### src/rtl/mac_result_tx.sv
// Transmit side of the MAC coprocessor CV-X-IF result interface: an in-order
// result queue feeding the x_result valid/ready channel, with full/overflow back-pressure.

package cvxif_pkg;
  localparam int unsigned X_ID_WIDTH = 4;
endpackage

module mac_result_tx
  import cvxif_pkg::*;
#(
  parameter int unsigned DEPTH    = 4,
  parameter int unsigned ID_WIDTH = X_ID_WIDTH
) (
  input  logic                       clk_i,
  input  logic                       rst_ni,
  input  logic                       push_i,
  input  logic [ID_WIDTH-1:0]        push_id_i,
  input  logic [31:0]                push_data_i,
  input  logic [4:0]                 push_rd_i,
  input  logic                       push_we_i,
  output logic                       full_o,
  output logic                       overflow_o,
  input  logic                       flush_i,
  output logic                       result_valid_o,
  input  logic                       result_ready_i,
  output logic [ID_WIDTH-1:0]        result_id_o,
  output logic [31:0]                result_data_o,
  output logic [4:0]                 result_rd_o,
  output logic                       result_we_o,
  output logic [$clog2(DEPTH):0]     count_o
);

  localparam int unsigned PTR_W = $clog2(DEPTH);
  localparam int unsigned CNT_W = PTR_W + 1;
  localparam int unsigned ENT_W = ID_WIDTH + 32 + 5 + 1;

  logic [ENT_W-1:0] mem [DEPTH];
  logic [PTR_W-1:0] wr_ptr_q, wr_ptr_n;
  logic [PTR_W-1:0] rd_ptr_q, rd_ptr_n;
  logic [CNT_W-1:0] count_q, count_n;
  logic             valid_q, valid_n;
  logic             full_q, full_n;
  logic             overflow_q;
  logic [ENT_W-1:0] head_q, head_n;
  logic [ENT_W-1:0] push_ent;
  logic             do_push, do_pop;

  assign push_ent = {push_id_i, push_data_i, push_rd_i, push_we_i};
  assign do_push  = push_i && !full_q && !flush_i;
  assign do_pop   = valid_q && result_ready_i && !flush_i;

  // Next occupancy plus a pre-computed head so every output leaves a flop.
  always_comb begin
    wr_ptr_n = wr_ptr_q;
    rd_ptr_n = rd_ptr_q;
    count_n  = count_q;
    head_n   = '0;
    if (flush_i) begin
      wr_ptr_n = '0;
      rd_ptr_n = '0;
      count_n  = '0;
    end else begin
      if (do_push) wr_ptr_n = wr_ptr_q + PTR_W'(1);
      if (do_pop)  rd_ptr_n = rd_ptr_q + PTR_W'(1);
      case ({do_push, do_pop})
        2'b10:   count_n = count_q + CNT_W'(1);
        2'b01:   count_n = count_q - CNT_W'(1);
        default: count_n = count_q;
      endcase
    end
    valid_n = (count_n != '0);
    full_n  = (count_n == CNT_W'(DEPTH));
    // A freshly pushed entry becomes head when it lands exactly at the new read slot.
    if (valid_n) begin
      if (do_push && (wr_ptr_q == rd_ptr_n)) head_n = push_ent;
      else                                   head_n = mem[rd_ptr_n];
    end
  end

  always_ff @(posedge clk_i or negedge rst_ni) begin
    if (!rst_ni) begin
      wr_ptr_q   <= '0;
      rd_ptr_q   <= '0;
      count_q    <= '0;
      valid_q    <= 1'b0;
      full_q     <= 1'b0;
      overflow_q <= 1'b0;
      head_q     <= '0;
    end else begin
      wr_ptr_q   <= wr_ptr_n;
      rd_ptr_q   <= rd_ptr_n;
      count_q    <= count_n;
      valid_q    <= valid_n;
      full_q     <= full_n;
      overflow_q <= push_i && full_q;
      head_q     <= head_n;
    end
  end

  // Payload storage needs no reset; the head register masks it while empty.
  always_ff @(posedge clk_i) begin
    if (do_push) mem[wr_ptr_q] <= push_ent;
  end

  assign full_o         = full_q;
  assign overflow_o     = overflow_q;
  assign result_valid_o = valid_q;
  assign count_o        = count_q;
  assign result_id_o    = head_q[ENT_W-1 -: ID_WIDTH];
  assign result_data_o  = head_q[37:6];
  assign result_rd_o    = head_q[5:1];
  assign result_we_o    = head_q[0];

endmodule

### config.mk
export PLATFORM = sky130hd
export DESIGN_NAME = mac_result_tx
export DESIGN_NICKNAME = d
export VERILOG_FILES = /design/src/rtl/mac_result_tx.sv
export SDC_FILE = /design/constraint.sdc
export NUM_CORES = 1
export LEC_CHECK = 0
export ABC_AREA = 1
export ABC_CLOCK_PERIOD_IN_PS = 3150
export BUFFER_PORTS_ARGS = -buffer_cell sky130_fd_sc_hd__buf_2
export CORE_ASPECT_RATIO = 0.6
export CORE_MARGIN = 1
export CORE_UTILIZATION = 54
export CTS_CLUSTER_SIZE = 20
export DETAILED_ROUTE_END_ITERATION = 8
export PLACE_DENSITY = 0.77
export SLEW_MARGIN = 15
export SYNTH_ARGS = -nofsm -noshare
export SYNTH_HDL_FRONTEND = slang
export SYNTH_SLANG_ARGS = --single-unit
### constraint.sdc
create_clock -name clk_i -period 3.15 [get_ports clk_i]
set_input_delay 0.315 -clock clk_i [delete_from_list [all_inputs] [get_ports clk_i]]
set_output_delay 0.315 -clock clk_i [all_outputs]
set_load 0.01 [all_outputs]
==> flow_summary.json <==
{
  "outcome": "finished, final reports clean",
  "clkTransAtPathRegs_ps": 70,
  "dr.pass1.iters": 5,
  "die-area_sq_mm": 0.0189,
  "synth_cells": 1026,
  "grt_util_met1_pct": 36.1,
  "cellPowerDensity_mw_per_mm2": 614,
  "wl_mm": 22.5,
  "area_growth_pct": 14.0,
  "grt-ovfl-total": 0,
  "grtUsageMet3_pct": 5.32,
  "wl_per_cell_microns": 16.6,
  "p_seq_share_pct": 48.9,
  "core_area_sq_mm": 0.0175,
  "hold_path_class": "in -> reg",
  "cap_viol_max_count": 0,
  "max_slew_margin_pct": 21.4,
  "clock_sinks": 220,
  "grt_max_degree": 86,
  "die_w_microns": 177,
  "cts_buffers": 20,
  "yosysSeqAreaShare_pct": 64.0,
  "drc": 0,
  "clock_latency_ps": 490,
  "cp_max_fo": 26,
  "grt_pass1_wl_mm": 35.6,
  "io_pins": 95,
  "p_int_w": 0.00507,
  "htreeDepth": 1,
  "path_class": "reg -> reg",
  "tightest_slew_ps": 1180,
  "design_power_total_w": 0.00694,
  "final-setup-viol-count": 0,
  "dp.cells": 1315,
  "timing.fmax_mhz": 383,
  "required_ps": 3530,
  "antenna_found_initial": 1,
  "finalHoldViolations": 0,
  "hold_ws_ps": 23.4,
  "drive_above_1_share_pct": 14.1,
  "cts_tree": "done",
  "io_buffers": 94,
  "yosys_register_bits": 220,
  "drtIter0Drc": 663,
  "cp-start-kind": "flip-flop",
  "start_util_pct": 56.5,
  "synth_fp_nets": 1079,
  "endpoint_kind": "flip-flop",
  "setup_tns_ps": 0,
  "min_period_ps": 2610,
  "grt_use_met2_pct": 38.7,
  "grt_busiest_layer": "met2",
  "synth_cell_types": 22,
  "skew_ps": 10.3,
  "ys_warn_count": 0,
  "p_leak_nw": 5.44,
  "p_comb_share_pct": 16.7,
  "rsz0062_at_grt": "no",
  "cts-resized-gates": 0,
  "fin_crit_sh_pct": 82.8,
  "grt_pass1_vias": 6715,
  "gp_congestion": 0.811,
  "fin_cells": 1353,
  "rows": 37,
  "p_sw_w": 0.00187,
  "maxSlewViolCount": 0,
  "synth_area_per_cell_sq_um": 9.67,
  "grtUsageTotal_pct": 24.7,
  "peakVddDrop_uv": 348,
  "crit_arrival_ps": 2990,
  "die_h_microns": 107,
  "switching_share_pct": 27.0,
  "vias_per_cell": 5.30,
  "netlist_area_sq_mm": 0.00992,
  "routed-via-count": 7166,
  "drtAntennaViolNets": 0,
  "cts.path.max_buffers": 3,
  "cts_root_buf": "clkbuf_16",
  "p_clk_share_pct": 34.4,
  "fin_nets": 1157,
  "dp_hpwl_mm": 13.0
}
cell families after synthesis:
| kind of cell | after synthesis | share of synthesized area, % |
|---|---|---|
| simple gates | 507 | 23.3 |
| buf+inv | 290 | 11.7 |
| compound gates | 3 | 0.151 |
| flops | 220 | 64.0 |
| fa+ha+maj | 6 | 0.832 |
worst max-delay path, stage by stage (launching register included):
cell	delay (ps)
dfrtp_1	440
nand3_4	280
nand2_1	160
nand3_2	140
buf_4	340
nand2_1	120
nand2_2	450
buf_12	250
nand3_1	100
nand2_1	120
nor2_1	50
per-stage QoR:
stage / utilization [%] / cell area [sq um] / setup WS (ps)
3_3_place_gp: 60.7 / 10700 / 553
2_1_floorplan: - / 9920 / -24.1
3_5_place_dp: 60.7 / 10700 / 538
4_1_cts: 64.4 / 11300 / 581
6_report: 64.4 / 11300 / 541
5_1_grt: 64.4 / 11300 / 394
final timing paths:
check | start | endpoint | slack (ps) | cells after the start
max | result_valid_o | head_q[10] | 540 | 10
min | push_i | overflow_o | 20 | 3
max reg2reg | result_valid_o | head_q[10] | 540 | 10
min reg2reg | full_o | overflow_o | 510 | 2
max in group asynchronous | rst_ni | head_q[0] | 1810 | 3
min in group asynchronous | rst_ni | head_q[36] | 460 | 2
synthesized netlist by cell type:
master    instances  area share [%]
inv_1           228             8.6
nand2_1         186             7.0
edfxtp_1        168              51
nand3_1         131             6.6
nor2_1           95             3.6
nand4_1          88             5.5
dfrtp_1          52              13
buf_2            23             1.2
clkbuf_1         23            0.87
buf_1             6            0.23
ha_1              5            0.63
buf_4             4            0.30
buf_6             4            0.45
o21ai_0           3            0.15
nand3_2           2            0.20
nor3_1            2            0.10
clkinv_1          1           0.038
fa_1              1            0.20
inv_2             1           0.038
nor2_2            1           0.063
nor2_4            1            0.11
or2_2             1           0.063
cell type report:
class	count	area [sq um]
clock inverters	5	50.0
flip-flops and latches	220	6350
fillers	1376	6240
diodes	1	2.50
clock buffers	31	593
well taps	234	293
multi-input cells	516	2480
repair buffers	116	676
inverters	230	863
state kept, by name, summed over array words and instances, names as in the netlist:
signal,flops
head_q,42
full_o,1
count_o,3
wr_ptr_q,2
mem,168
rd_ptr_q,2
overflow_o,1
result_valid_o,1
power by group through the flow:
| stage | clock (W) | combinational, W | sequential [W] |
|---|---|---|---|
| floorplan | 0 | 0.000661 | 0.00351 |
| global route | 0.00255 | 0.00130 | 0.00340 |
| global placement | 0 | 0.00112 | 0.00345 |
| CTS | 0.00243 | 0.00116 | 0.00339 |
| finish | 0.00239 | 0.00116 | 0.00339 |
| detailed placement | 0 | 0.00115 | 0.00345 |
what timing repair did:
action                                 in CTS  in global routing
endpoints found under the hold margin      30                  0
hold buffers                                1                  0
buffers inserted                            0                  0
placed cells by master, fill, tap and decap left out, drive strengths merged:
master and n:
clkinv 5, nand3 133, diode 1, nand2 186, or2 1, nor2 97, clkbuf 31, fa 1
bufinv 1, dlygate4sd3 1, dfrtp 52, ha 5, inv 229, nand4 88, edfxtp 168, buf 115
nor3 2, o21ai 3
metal layers:
metal	wire [microns]	part of all wire (%)
met5	0	0
met4	215	0.96
met3	2120	9.4
met2	10300	46
met1	9880	44
Power figures use the tool's default switching activity.
